## src/rtl/seg7_pkg.sv

```systemverilog
// Shared seven-segment definitions: hex glyphs (active-high, a at bit 0),
// the decimal-point-off level and the capture state encoding.
package seg7_pkg;

  localparam logic [15:0][6:0] GLYPHS = {
    7'h71, 7'h79, 7'h5E, 7'h39,
    7'h7C, 7'h77, 7'h6F, 7'h7F,
    7'h07, 7'h7D, 7'h6D, 7'h66,
    7'h4F, 7'h5B, 7'h06, 7'h3F
  };

  localparam logic DP_OFF = 1'b1;

  typedef enum logic [1:0] {
    S_IDLE,
    S_SETTLE,
    S_HELD
  } state_t;

endpackage

```

## src/rtl/seg7_pattern_to_hex.sv

```systemverilog
// Inverse glyph lookup: active-high segment pattern to hex nibble.
// hit is low when the pattern is not one of the sixteen hex glyphs.
module seg7_pattern_to_hex
  import seg7_pkg::*;
(
  input  logic [6:0] pattern,
  output logic [3:0] nibble,
  output logic       hit
);

  always_comb begin
    nibble = '0;
    hit    = 1'b0;
    for (int i = 0; i < 16; i++) begin
      if (pattern == GLYPHS[i]) begin
        nibble = 4'(i);
        hit    = 1'b1;
      end
    end
  end

endmodule

```

## src/rtl/seg7_scan_capture.sv

```systemverilog
// Multiplexed seven-segment bus monitor: settles each digit, decodes it
// and publishes complete frames with per-digit error flags.
module seg7_scan_capture
  import seg7_pkg::*;
#(
  parameter int NUM_DIGITS    = 4,
  parameter int SETTLE_CYCLES = 8,
  parameter int CNT_W         = 4
) (
  input  logic                    clk,
  input  logic                    rst,
  input  logic [NUM_DIGITS-1:0]   an_n,
  input  logic [7:0]              seg_n,
  output logic [4*NUM_DIGITS-1:0] value,
  output logic                    valid,
  output logic                    stable,
  output logic [NUM_DIGITS-1:0]   digit_err
);

  localparam int IW = (NUM_DIGITS > 1) ? $clog2(NUM_DIGITS) : 1;
  localparam int KW = IW + 8;
  localparam logic [CNT_W:0] SETTLE_N = (CNT_W+1)'(SETTLE_CYCLES);
  localparam logic [CNT_W:0] ONE_N = (CNT_W+1)'(1);

  state_t state, state_n;
  logic [CNT_W-1:0] cnt, cnt_n;
  logic [CNT_W:0] cnt_inc;
  logic [KW-1:0] key, key_q;
  logic active, multi, same, cap, publish;
  logic [IW-1:0] idx;

  logic [3:0] dec_nib, cap_nib;
  logic dec_hit, cap_err;

  logic [NUM_DIGITS-1:0] mask, mask_n;
  logic [NUM_DIGITS-1:0] err_q, err_n;
  logic [4*NUM_DIGITS-1:0] nib_q, nib_n;
  logic prev_bad;

  // Exactly one low enable selects a digit; anything else is blank.
  always_comb begin
    active = 1'b0;
    multi  = 1'b0;
    idx    = '0;
    for (int i = 0; i < NUM_DIGITS; i++) begin
      if (!an_n[i]) begin
        if (active) multi = 1'b1;
        active = 1'b1;
        idx    = IW'(i);
      end
    end
    if (multi) active = 1'b0;
  end

  assign key  = {idx, seg_n};
  assign same = (key == key_q);
  assign cnt_inc = {1'b0, cnt} + ONE_N;

  always_comb begin
    state_n = state;
    cnt_n   = cnt;
    cap     = 1'b0;
    if (!active) begin
      state_n = S_IDLE;
      cnt_n   = '0;
    end else if (state == S_IDLE || !same) begin
      cnt_n = CNT_W'(1);
      if (SETTLE_N == ONE_N) begin
        cap     = 1'b1;
        state_n = S_HELD;
      end else begin
        state_n = S_SETTLE;
      end
    end else if (state == S_SETTLE) begin
      cnt_n = cnt_inc[CNT_W-1:0];
      if (cnt_inc == SETTLE_N) begin
        cap     = 1'b1;
        state_n = S_HELD;
      end
    end
  end

  seg7_pattern_to_hex u_dec (
    .pattern (~seg_n[6:0]),
    .nibble  (dec_nib),
    .hit     (dec_hit)
  );

  // A lit decimal point or an unknown glyph both read back as 0 with error.
  always_comb begin
    cap_err = !(dec_hit && (seg_n[7] == DP_OFF));
    cap_nib = cap_err ? 4'h0 : dec_nib;
  end

  always_comb begin
    nib_n  = nib_q;
    err_n  = err_q;
    mask_n = mask;
    for (int i = 0; i < NUM_DIGITS; i++) begin
      if (cap && idx == IW'(i)) begin
        nib_n[4*i +: 4] = cap_nib;
        err_n[i]        = cap_err;
        mask_n[i]       = 1'b1;
      end
    end
    publish = cap && (&mask_n);
  end

  always_ff @(posedge clk or posedge rst) begin
    if (rst) begin
      state     <= S_IDLE;
      cnt       <= '0;
      key_q     <= '0;
      mask      <= '0;
      nib_q     <= '0;
      err_q     <= '0;
      value     <= '0;
      digit_err <= '0;
      valid     <= 1'b0;
      stable    <= 1'b0;
      prev_bad  <= 1'b1;
    end else begin
      state <= state_n;
      cnt   <= cnt_n;
      key_q <= key;
      nib_q <= nib_n;
      err_q <= err_n;
      valid <= publish;
      if (publish) begin
        mask      <= '0;
        value     <= nib_n;
        digit_err <= err_n;
        stable    <= (nib_n == value) && !prev_bad && (err_n == '0);
        prev_bad  <= |err_n;
      end else begin
        mask <= mask_n;
      end
    end
  end

endmodule

```

## config.mk

```make
export PLATFORM = sky130hd
export DESIGN_NAME = seg7_scan_capture
export DESIGN_NICKNAME = d
export VERILOG_FILES = /design/src/rtl/seg7_pkg.sv /design/src/rtl/seg7_pattern_to_hex.sv /design/src/rtl/seg7_scan_capture.sv
export SDC_FILE = /design/constraint.sdc
export NUM_CORES = 1
export LEC_CHECK = 0
export BUFFER_PORTS_ARGS = -buffer_cell sky130_fd_sc_hd__buf_2
export CORE_ASPECT_RATIO = 0.9
export CORE_MARGIN = 10
export CORE_UTILIZATION = 60
export DETAILED_ROUTE_END_ITERATION = 12
export PLACE_DENSITY = 0.89
export SLEW_MARGIN = 20
export SYNTH_ARGS = -nofsm -noshare
export SYNTH_HDL_FRONTEND = slang
export SYNTH_SLANG_ARGS = --single-unit
```

## constraint.sdc

```tcl
create_clock -name clk -period 5 [get_ports clk]
set_input_delay 0.5 -clock clk [delete_from_list [all_inputs] [get_ports clk]]
set_output_delay 0.5 -clock clk [all_outputs]
set_load 0.01 [all_outputs]
```

==> impl_metrics.py, run 1 <==
metrics = {
    "yosys": {
        "syn-cell-area_um2": 3420,
        "yosys.area.top_type": "dfrtp_1",
        "synth_cell_types": 65,
        "ys_ff_latch": 63,
        "synth_ff_type": "dfrtp_1",
        "synth_commonest_cells": "dfrtp_1 (62), nand2_1 (40), inv_1 (22)",
        "ys_warn_count": 0,
        "synthMostInstantiatedCell": "dfrtp_1",
        "syn_area_per_cell_um2": 10.3,
        "synthCells": 331,
        "syn_nets": 347,
        "synth_edf_count": 0,
        "synthArstFlopShare_pct": 100,
        "ys_seq_area_share_pct": 46.1,
        "ys_top_cells_by_area": "dfrtp_1 (45%), xor2_1 (5.4%), nand2_1 (4.4%)",
        "yosysTopAreaCellShare_pct": 45.3,
    },
    "floorplanning": {
        "rows": 26,
        "core_area_um2": 5600,
        "die_area_um2": 9130,
        "die_h_um": 91.7,
        "die_w_um": 99.6,
        "io-pin-count": 36,
        "start_util_pct": 61.2,
    },
    "clock_tree": {
        "hold_buffers": 0,
        "post_cts_resized": 0,
        "cts-root-buf": "clkbuf_8",
        "clk_latency_ps": 340,
        "cts.sinks": 63,
        "clk_pin_slew_ps": 70,
        "cts_setup_buffers": 0,
        "htreeDepth": 3,
        "cts_buffers": 9,
        "cts_tree": "built",
        "max-clock-path-buffers": 2,
    },
    "timing": {
        "min_period_ps": 3350,
        "hold_viol": 0,
        "final.setup.tns_ps": 0,
        "rsz0062_at_grt": "false",
        "timing.fmax_ghz": 0.298,
        "slew_headroom_pct": 30.0,
        "drv_slew": 0,
        "skew_ps": 10.4,
        "fin_crit_sh_pct": 67.1,
        "setup_viol": 0,
        "worst_slew_pin_slew_ps": 1050,
    },
    "worst_setup_path": {
        "end_kind": "register",
        "critical_path_class": "register to register",
        "cp-start-kind": "register",
        "cp.arrival_ps": 3630,
        "path_max_fanout": 8,
        "rr_startpoint": "cnt[0]",
        "cp_data_required_time_ps": 5280,
        "r2r_slack_ps": 1650,
        "rr_worst_depth": 10,
        "r2r-end": "stable",
    },
    "cells_and_area": {
        "nets": 376,
        "fillers": 429,
        "drive_gt1_share_pct": 21.4,
        "area_growth_syn_to_layout_pct": 10.5,
        "diodes": 0,
    },
    "drt": {
        "routed_wl_mm": 7.41,
        "via_per_inst": 5.83,
        "first_pass_iters": 4,
        "route.detailed.drc": 0,
        "drt_iter0_drc": 165,
        "drtAntennaViolNets": 0,
        "vias": 2534,
        "drt-wirelength-per-cell_um": 17.0,
    },
    "worst_hold_path": {
        "min-delay-path-class": "primary input to async pin",
    },
    "run_status": {
        "status": "finished, final reports clean",
    },
    "power": {
        "switchingPower_mw": 0.241,
        "power_frac_comb_pct": 7.4,
        "internal_power_mw": 0.785,
        "power_density_nw_per_um2": 271,
        "power_frac_seq_pct": 50.6,
        "clkPwrFrac_pct": 42.0,
        "p_sw_share_pct": 23.5,
        "vdd_drop_max_v": 0.000200,
        "total_power_mw": 1.03,
        "p_leak_nw": 1.82,
    },
    "global_route": {
        "overflow": 0,
        "gr-usage-all-layers_pct": 17.1,
        "use_met2_pct": 26.7,
        "grt.met3_usage_pct": 6.23,
        "grt_first_pass_wirelength_mm": 12.8,
        "grt_max_degree": 64,
        "antenna_found_initial": 0,
        "grt_use_met1_pct": 21.4,
        "top_usage_layer": "met2",
        "grt_pass1_vias": 2648,
    },
    "flow_run": {
        "cap_viol_max_count": 0,
    },
    "placed_design": {
        "hpwl_mm": 5.29,
        "portBuffers": 35,
        "gp_congestion": 0.854,
    },
}
==> critical path, stage by stage, from the launching register on <==
cell and delay [ps]:
dfrtp_1 420, ha_1 240, or3b_1 390, o31a_1 120
or2_1 390, nor4_4 600, mux2i_1 370, xor2_1 180
nand4_1 120, nor4_2 290, a22o_1 160
==> layout make-up <==
type                    instances  area [µm²]  area share, %
clock buffers                  13         149           3.94
clock inverters                 3        43.8           1.16
inverters                      22        82.6           2.18
multi-input cells             228        1660           43.9
flip-flops and latches         63        1580           41.7
well taps                      70        87.6           2.31
repair buffers                 36         183           4.83
==> per-stage QoR <==
step	hold WS, ps	setup WS (ps)	std cells	util, %	area [µm²]
2_1_floorplan	461	2020	331	-	3420
6_report	384	1650	435	67.6	3780
4_1_cts	380	1670	435	67.6	3780
5_1_grt	389	1420	435	67.6	3780
3_5_place_dp	456	1660	419	64.2	3590
3_3_place_gp	451	1790	419	64.2	3590
==> registers in the layout (all words and copies together), names as in the netlist <==
register and count:
key_q 10, digit_err 4, cnt 4, stable 1, value 16, valid 1, mask 4, state 2
prev_bad 1, err_q 4, nib_q 16
==> power groups by stage <==
stage | clock (mW) | sequential [mW] | combinational (mW)
CTS | 0.442 | 0.519 | 0.0763
global placement | 0 | 0.528 | 0.0734
finish | 0.431 | 0.519 | 0.0759
detailed placement | 0 | 0.529 | 0.0758
floorplan | 0 | 0.528 | 0.0592
global route | 0.463 | 0.519 | 0.0852
==> logic make-up (layout without fill, tap and decap cells) <==
group	count (synthesis)	in the layout	share of synthesized area, %
buffers and inverters	40	74	5.41
flip-flops	63	63	46.1
XOR/XNOR	27	27	6.91
multiplexers	22	22	6.76
AO/OA/AOI/OAI	58	58	11.7
adder cells (fa/ha/maj)	2	2	0.731
AND/OR/NAND/NOR	119	119	22.4
==> routing by layer <==
layer	vias up	wire, µm
li1	1217	-
met1	1227	3230
met2	80	3530
met3	10	533
met4	0	111
met5	-	0
==> how the worst max path moves through the flow <==
stage	slack [ps]	startpoint	depth (start not counted)	end
6_report	1650	cnt[0]	10	stable
5_1_grt	1420	cnt[0]	10	stable
4_1_cts	1670	cnt[0]	10	stable
3_5_place_dp	1660	seg_n[0]	10	stable
3_3_place_gp	1790	seg_n[5]	10	stable
2_1_floorplan	2020	cnt[0]	11	stable
==> cell usage in the layout (no fill, tap or decap), types with 2 or more instances in the layout <==
master,synthesis,final
nand3_1,6,6
nor2b_1,3,3
o21ai_0,20,20
inv_1,22,21
a31oi_1,3,3
and3_1,2,2
o2111ai_1,2,2
nor4_1,2,2
mux2i_1,13,13
clkbuf_1,10,3
nand2b_4,2,2
dfrtp_1,62,62
o31a_1,3,3
a2111oi_0,2,2
o22ai_1,2,2
nand2_1,40,40
nor2_1,19,19
or3b_2,1,2
xor2_1,21,21
nor3_1,3,3
nor3b_1,5,5
o22a_1,4,4
a21oi_1,5,5
a22oi_1,3,3
nand4b_1,4,4
clkbuf_8,0,10
nor4_2,3,3
mux2_2,9,9
nand2b_1,3,3
buf_2,4,35
nand3b_1,3,3
ha_1,2,2
nor4_4,3,3
o211ai_1,2,2
xnor2_1,6,6
nor4b_1,3,3
No activity file was read; power rests on OpenSTA's default activity.
==> run 2, diff against run 1 <==
--- a/config.mk
+++ b/config.mk
@@ -8,9 +8,9 @@
 export BUFFER_PORTS_ARGS = -buffer_cell sky130_fd_sc_hd__buf_2
 export CORE_ASPECT_RATIO = 0.9
 export CORE_MARGIN = 10
-export CORE_UTILIZATION = 60
+export CORE_UTILIZATION = 59
 export DETAILED_ROUTE_END_ITERATION = 12
-export PLACE_DENSITY = 0.89
+export PLACE_DENSITY = 0.88
 export SLEW_MARGIN = 20
 export SYNTH_ARGS = -nofsm -noshare
 export SYNTH_HDL_FRONTEND = slang
==> constraint.sdc (replaced) <==
create_clock -name clk -period 3.35 [get_ports clk]
set_input_delay 0.335 -clock clk [delete_from_list [all_inputs] [get_ports clk]]
set_output_delay 0.335 -clock clk [all_outputs]
set_load 0.01 [all_outputs]
==> run 2 against run 1 <==
Fmax rose by 8.5%. Via count rose by 5.2%. Power is 60% higher. First-iteration DRC count increased by 17%. Global-route usage is 0.93 points higher. Final area rose by 3.1%. Sequential share of layout area decreased by 1.3 points. Sequential power rose by 49%. Clock power up 75%. Final cell count grew 2.3%.
==> impl_metrics.py, run 2 (synthesized netlist as in run 1, its figures left out) <==
metrics = {
    "power": {
        "p_sw_share_pct": 24.1,
        "clkPwrFrac_pct": 45.9,
        "power_density_nw_per_um2": 422,
        "p_leak_nw": 1.88,
        "internal_power_mw": 1.25,
        "vdd_drop_max_v": 0.000339,
        "power_frac_seq_pct": 47.1,
        "switchingPower_mw": 0.396,
        "power_frac_comb_pct": 7.0,
    },
    "drt": {
        "via_per_inst": 5.99,
        "dr_wl_met3_um": 647,
        "drtAntennaViolNets": 0,
        "route.detailed.drc": 0,
        "vias": 2667,
        "top_layer": "met4",
        "routed_wl_mm": 8.05,
        "drt-wirelength-per-cell_um": 18.1,
        "dr_wl_met2_mm": 3.97,
        "first_pass_iters": 4,
        "drt_iter0_drc": 193,
        "drt-met1-wl_mm": 3.33,
    },
    "clock_tree": {
        "cts_buffers": 9,
        "hold_buffers": 0,
        "max-clock-path-buffers": 2,
        "cts.sinks": 63,
        "clk_pin_slew_ps": 70,
        "htreeDepth": 3,
        "clk_latency_ps": 350,
        "cts-root-buf": "clkbuf_8",
        "cts_tree": "built",
    },
    "floorplanning": {
        "die_w_um": 100,
        "io-pin-count": 36,
        "die_h_um": 92.3,
        "start_util_pct": 60.5,
        "core_area_um2": 5660,
        "die_area_um2": 9250,
        "rows": 26,
    },
    "timing": {
        "holdWs_ps": 109,
        "timing.fmax_ghz": 0.324,
        "min_period_ps": 3090,
        "fin_crit_sh_pct": 92.2,
        "worst_slew_pin_slew_ps": 1000,
        "rsz0062_at_grt": "false",
        "hold_viol": 0,
        "drv_slew": 0,
        "final.setup.tns_ps": 0,
        "slew_headroom_pct": 33.4,
        "setup_viol": 0,
        "skew_ps": 11.1,
    },
    "worst_setup_path": {
        "end_kind": "register",
        "cp.arrival_ps": 3380,
        "critical_path_class": "register to register",
        "critPathCapture": "stable",
        "path_max_fanout": 8,
        "r2r_slack_ps": 260,
        "rr_worst_depth": 11,
        "cp_data_required_time_ps": 3640,
        "r2r-end": "stable",
        "rr_startpoint": "cnt[0]",
        "cp-start-kind": "register",
        "startpoint": "cnt[0]",
    },
    "run_status": {
        "status": "finished, final reports clean",
    },
    "cells_and_area": {
        "area_growth_syn_to_layout_pct": 14.0,
        "layout_common_cells": "dfrtp_1 (62), nand2_1 (40), buf_2 (35), inv_1 (21), xor2_1 (21)",
        "utilization_pct": 68.9,
        "drive_gt1_share_pct": 24.5,
        "diodes": 0,
        "finalNonFillerCells": 445,
        "nets": 386,
        "layout_commonest_cell": "dfrtp_1",
        "largest_registers": "nib_q (16), value (16), key_q (10)",
    },
    "global_route": {
        "antenna_found_initial": 0,
        "overflow": 0,
        "gr-usage-all-layers_pct": 18.0,
        "grt_first_pass_wirelength_mm": 13.5,
        "grt_max_degree": 36,
        "grt_pass1_vias": 2782,
    },
    "placed_design": {
        "placed_cells": 426,
        "hpwl_mm": 5.63,
        "portBuffers": 35,
        "gp_congestion": 0.912,
    },
    "flow_run": {
        "cap_viol_max_count": 0,
    },
    "worst_hold_path": {
        "min-delay-path-class": "primary input to async pin",
    },
}
## run 2: cell count changes in the layout (fill, tap and decap cells not counted), sizes merged
cell and delta:
buf +10, clkbuf -3, clkinvlp +2, bufinv +1, clkinv -1, inv +1
## run 2: critical path, cell delays in order, from the launching register on
cell	delay [ps]
dfrtp_1	430
ha_1	250
or3b_1	370
o31a_1	120
or2_4	320
nor4_4	300
buf_4	200
mux2i_2	290
xor2_1	190
nand4_1	120
nor4_2	290
a22o_1	150
## run 2: metrics by stage
stage	total power, mW	setup slack [ps]	instance area (µm²)
2_1_floorplan	0.876	372	3420
4_1_cts	1.66	114	3870
5_1_grt	1.71	82.7	3900
3_5_place_dp	0.905	137	3640
6_report	1.65	260	3900
3_3_place_gp	0.901	267	3640
## run 2: per-layer routing
metal  vias to the layer above  GRT usage [%]
met2                       110           28.8
met5                         -              0
met3                         9           6.30
met4                         0           6.24
met1                      1304           22.1
li1                       1244              -
## run 2: how the worst min path moves through the flow
stage | to | slack, ps | cells after the start
after floorplan | key_q[0] | 370 | 0
after global placement | digit_err[2] | 450 | 2
after detailed placement | digit_err[0] | 460 | 2
after CTS | key_q[7] | 130 | 2
after global routing | err_q[2] | 160 | 2
final | key_q[5] | 110 | 2
## run 2: repair_timing
action / in CTS / in global routing
buffers inserted: 0 / 3
gates resized for setup: 0 / 3
setup endpoints to repair: 0 / 1
## run 2: cell type report
| cell class | instances | area (µm²) |
|---|---|---|
| fillers | 408 | 1760 |
| multi-input cells | 228 | 1670 |
| flip-flops and latches | 63 | 1580 |
| repair buffers | 46 | 258 |
| clock buffers | 10 | 138 |
| clock inverters | 6 | 92.6 |
| well taps | 70 | 87.6 |
| inverters | 22 | 82.6 |
## run 2: power by group through the flow
stage / clock network, mW / registers (mW) / logic (mW)
4_1_cts: 0.767 / 0.774 / 0.117
5_1_grt: 0.807 / 0.775 / 0.129
6_report: 0.755 / 0.775 / 0.116
3_5_place_dp: 0 / 0.789 / 0.116
3_3_place_gp: 0 / 0.788 / 0.113
2_1_floorplan: 0 / 0.788 / 0.0884
==> run 3, diff against run 2 <==
--- a/config.mk
+++ b/config.mk
@@ -8,9 +8,9 @@
 export BUFFER_PORTS_ARGS = -buffer_cell sky130_fd_sc_hd__buf_2
 export CORE_ASPECT_RATIO = 0.9
 export CORE_MARGIN = 10
-export CORE_UTILIZATION = 59
+export CORE_UTILIZATION = 45
 export DETAILED_ROUTE_END_ITERATION = 12
-export PLACE_DENSITY = 0.88
+export PLACE_DENSITY = 0.72
 export SLEW_MARGIN = 20
 export SYNTH_ARGS = -nofsm -noshare
 export SYNTH_HDL_FRONTEND = slang
==> run 3 against run 2 <==
Die area increased by 24%. Fmax decreased by 1.5%. Critical endpoint unchanged. Combinational power about the same. Wire length decreased by 3.4%. Sequential cell count unchanged. Worst hold slack got worse by 22 ps. Via count decreased by 3.8%. Setup slack got worse by 47 ps. Highest routed layer unchanged. Critical path depth unchanged.
==> impl_metrics.py, run 3 (synthesized netlist as in run 1, its figures left out) <==
metrics = {
    "run_status": {
        "status": "finished, final reports clean",
    },
    "global_route": {
        "grt_first_pass_wirelength_mm": 13.3,
        "grt_use_met1_pct": 17.6,
        "grt.met3_usage_pct": 4.65,
        "grt_max_degree": 35,
        "top_usage_layer": "met2",
        "use_met2_pct": 23.5,
        "grt_pass1_vias": 2625,
        "overflow": 0,
        "gr-usage-all-layers_pct": 14.3,
        "antenna_found_initial": 0,
    },
    "timing": {
        "holdWs_ps": 86.6,
        "timing.fmax_ghz": 0.319,
        "slew_headroom_pct": 37.3,
        "skew_ps": 7.85,
        "drv_slew": 0,
        "rsz0062_at_grt": "false",
        "setup_viol": 0,
        "hold_viol": 0,
        "fin_crit_sh_pct": 93.6,
        "min_period_ps": 3140,
        "final.setup.tns_ps": 0,
        "worst_slew_pin_slew_ps": 932,
    },
    "drt": {
        "via_per_inst": 5.46,
        "drtAntennaViolNets": 0,
        "drt_iter0_drc": 91,
        "route.detailed.drc": 0,
        "first_pass_iters": 4,
        "drt-wirelength-per-cell_um": 16.5,
        "vias": 2566,
        "routed_wl_mm": 7.78,
    },
    "placed_design": {
        "hpwl_mm": 5.58,
        "gp_congestion": 0.874,
        "portBuffers": 35,
    },
    "cells_and_area": {
        "drive_gt1_share_pct": 24.1,
        "largest_registers": "nib_q (16), value (16), key_q (10)",
        "multi_input_area_um2": 1680,
        "area_growth_syn_to_layout_pct": 13.9,
        "layout_common_cells": "dfrtp_1 (62), nand2_1 (40), buf_2 (35), inv_1 (21), xor2_1 (21)",
        "nets": 385,
        "layout_commonest_cell": "dfrtp_1",
        "seqCellArea_um2": 1580,
        "diodes": 0,
        "fillers": 666,
    },
    "floorplanning": {
        "die_area_um2": 11500,
        "core_area_um2": 7470,
        "rows": 30,
        "io-pin-count": 36,
        "start_util_pct": 45.8,
        "die_h_um": 103,
        "die_w_um": 112,
    },
    "worst_setup_path": {
        "cp-start-kind": "register",
        "end_kind": "register",
        "critical_path_class": "register to register",
        "cp.arrival_ps": 3410,
        "path_max_fanout": 8,
        "cp_data_required_time_ps": 3620,
    },
    "clock_tree": {
        "cts-root-buf": "clkbuf_8",
        "max-clock-path-buffers": 2,
        "clk_pin_slew_ps": 60,
        "cts_buffers": 9,
        "cts_tree": "built",
        "cts.sinks": 63,
        "clk_latency_ps": 330,
        "htreeDepth": 3,
    },
    "flow_run": {
        "cap_viol_max_count": 0,
    },
    "power": {
        "vdd_drop_max_v": 0.000304,
        "power_density_nw_per_um2": 394,
        "p_leak_nw": 1.87,
    },
    "worst_hold_path": {
        "min-delay-path-class": "primary input to async pin",
    },
}
## run 3: cell types whose count changed in the layout (fill, tap and decap cells not counted), sizes merged
cell and change:
buf -1, bufinv -1, clkbuf +2, clkinv +2, clkinvlp -2, inv -1
## run 3: power by group
part           internal (mW)  switching [mW]
clock                  0.361           0.281
combinational         0.0403          0.0777
sequential             0.769         0.00562
## run 3: worst paths after layout
path	from	endpoint	slack, ps	cells after the start
setup / recovery	cnt[0]	stable	210	11
hold / removal	rst	key_q[8]	90	2
setup reg to reg	cnt[0]	stable	210	11
hold reg to reg	digit_err[1]	digit_err[1]	460	2
max in group asynchronous	rst	prev_bad	2350	3
min in group clk	seg_n[6]	key_q[6]	240	1
## run 3: stage by stage
stage | std cells | utilization, % | cell area (µm²) | power (mW) | setup slack, ps
after floorplan | 331 | - | 3420 | 0.876 | 372
after global placement | 453 | 49.3 | 3680 | 0.904 | 227
after detailed placement | 453 | 49.3 | 3680 | 0.908 | 122
after CTS | 469 | 51.9 | 3870 | 1.55 | 87.5
after global routing | 470 | 52.2 | 3900 | 1.59 | 7.31
final | 470 | 52.2 | 3900 | 1.53 | 213
## run 3: worst max-delay path, stage by stage (launching register included)
cell     delay, ps
dfrtp_1        430
ha_1           240
or3b_1         370
o31a_1         130
or2_2          430
nor4_4         270
buf_4          230
mux2i_1        330
xor2_1         170
nand2_1         80
nor4_2         230
a22o_1         150
## run 3: final cells by class
cell class	instances	share of cell area, %
flip-flops and latches	63	40.5
multi-input cells	228	43.0
clock buffers	12	3.72
inverters	22	2.12
well taps	96	3.08
repair buffers	45	6.42
clock inverters	4	1.16
## run 3: what timing repair did
item                                    4_1_cts  5_1_grt
gates resized for setup                       0        4
hold buffers                                  0        0
setup buffers                                 0        1
endpoints found under the setup margin        0        1
## run 3: metal layers
metal | vias up | share of wire [%]
met1 | 1240 | 45
met4 | 0 | 1.4
met5 | - | 0
met3 | 10 | 6.7
met2 | 71 | 47
li1 | 1245 | -
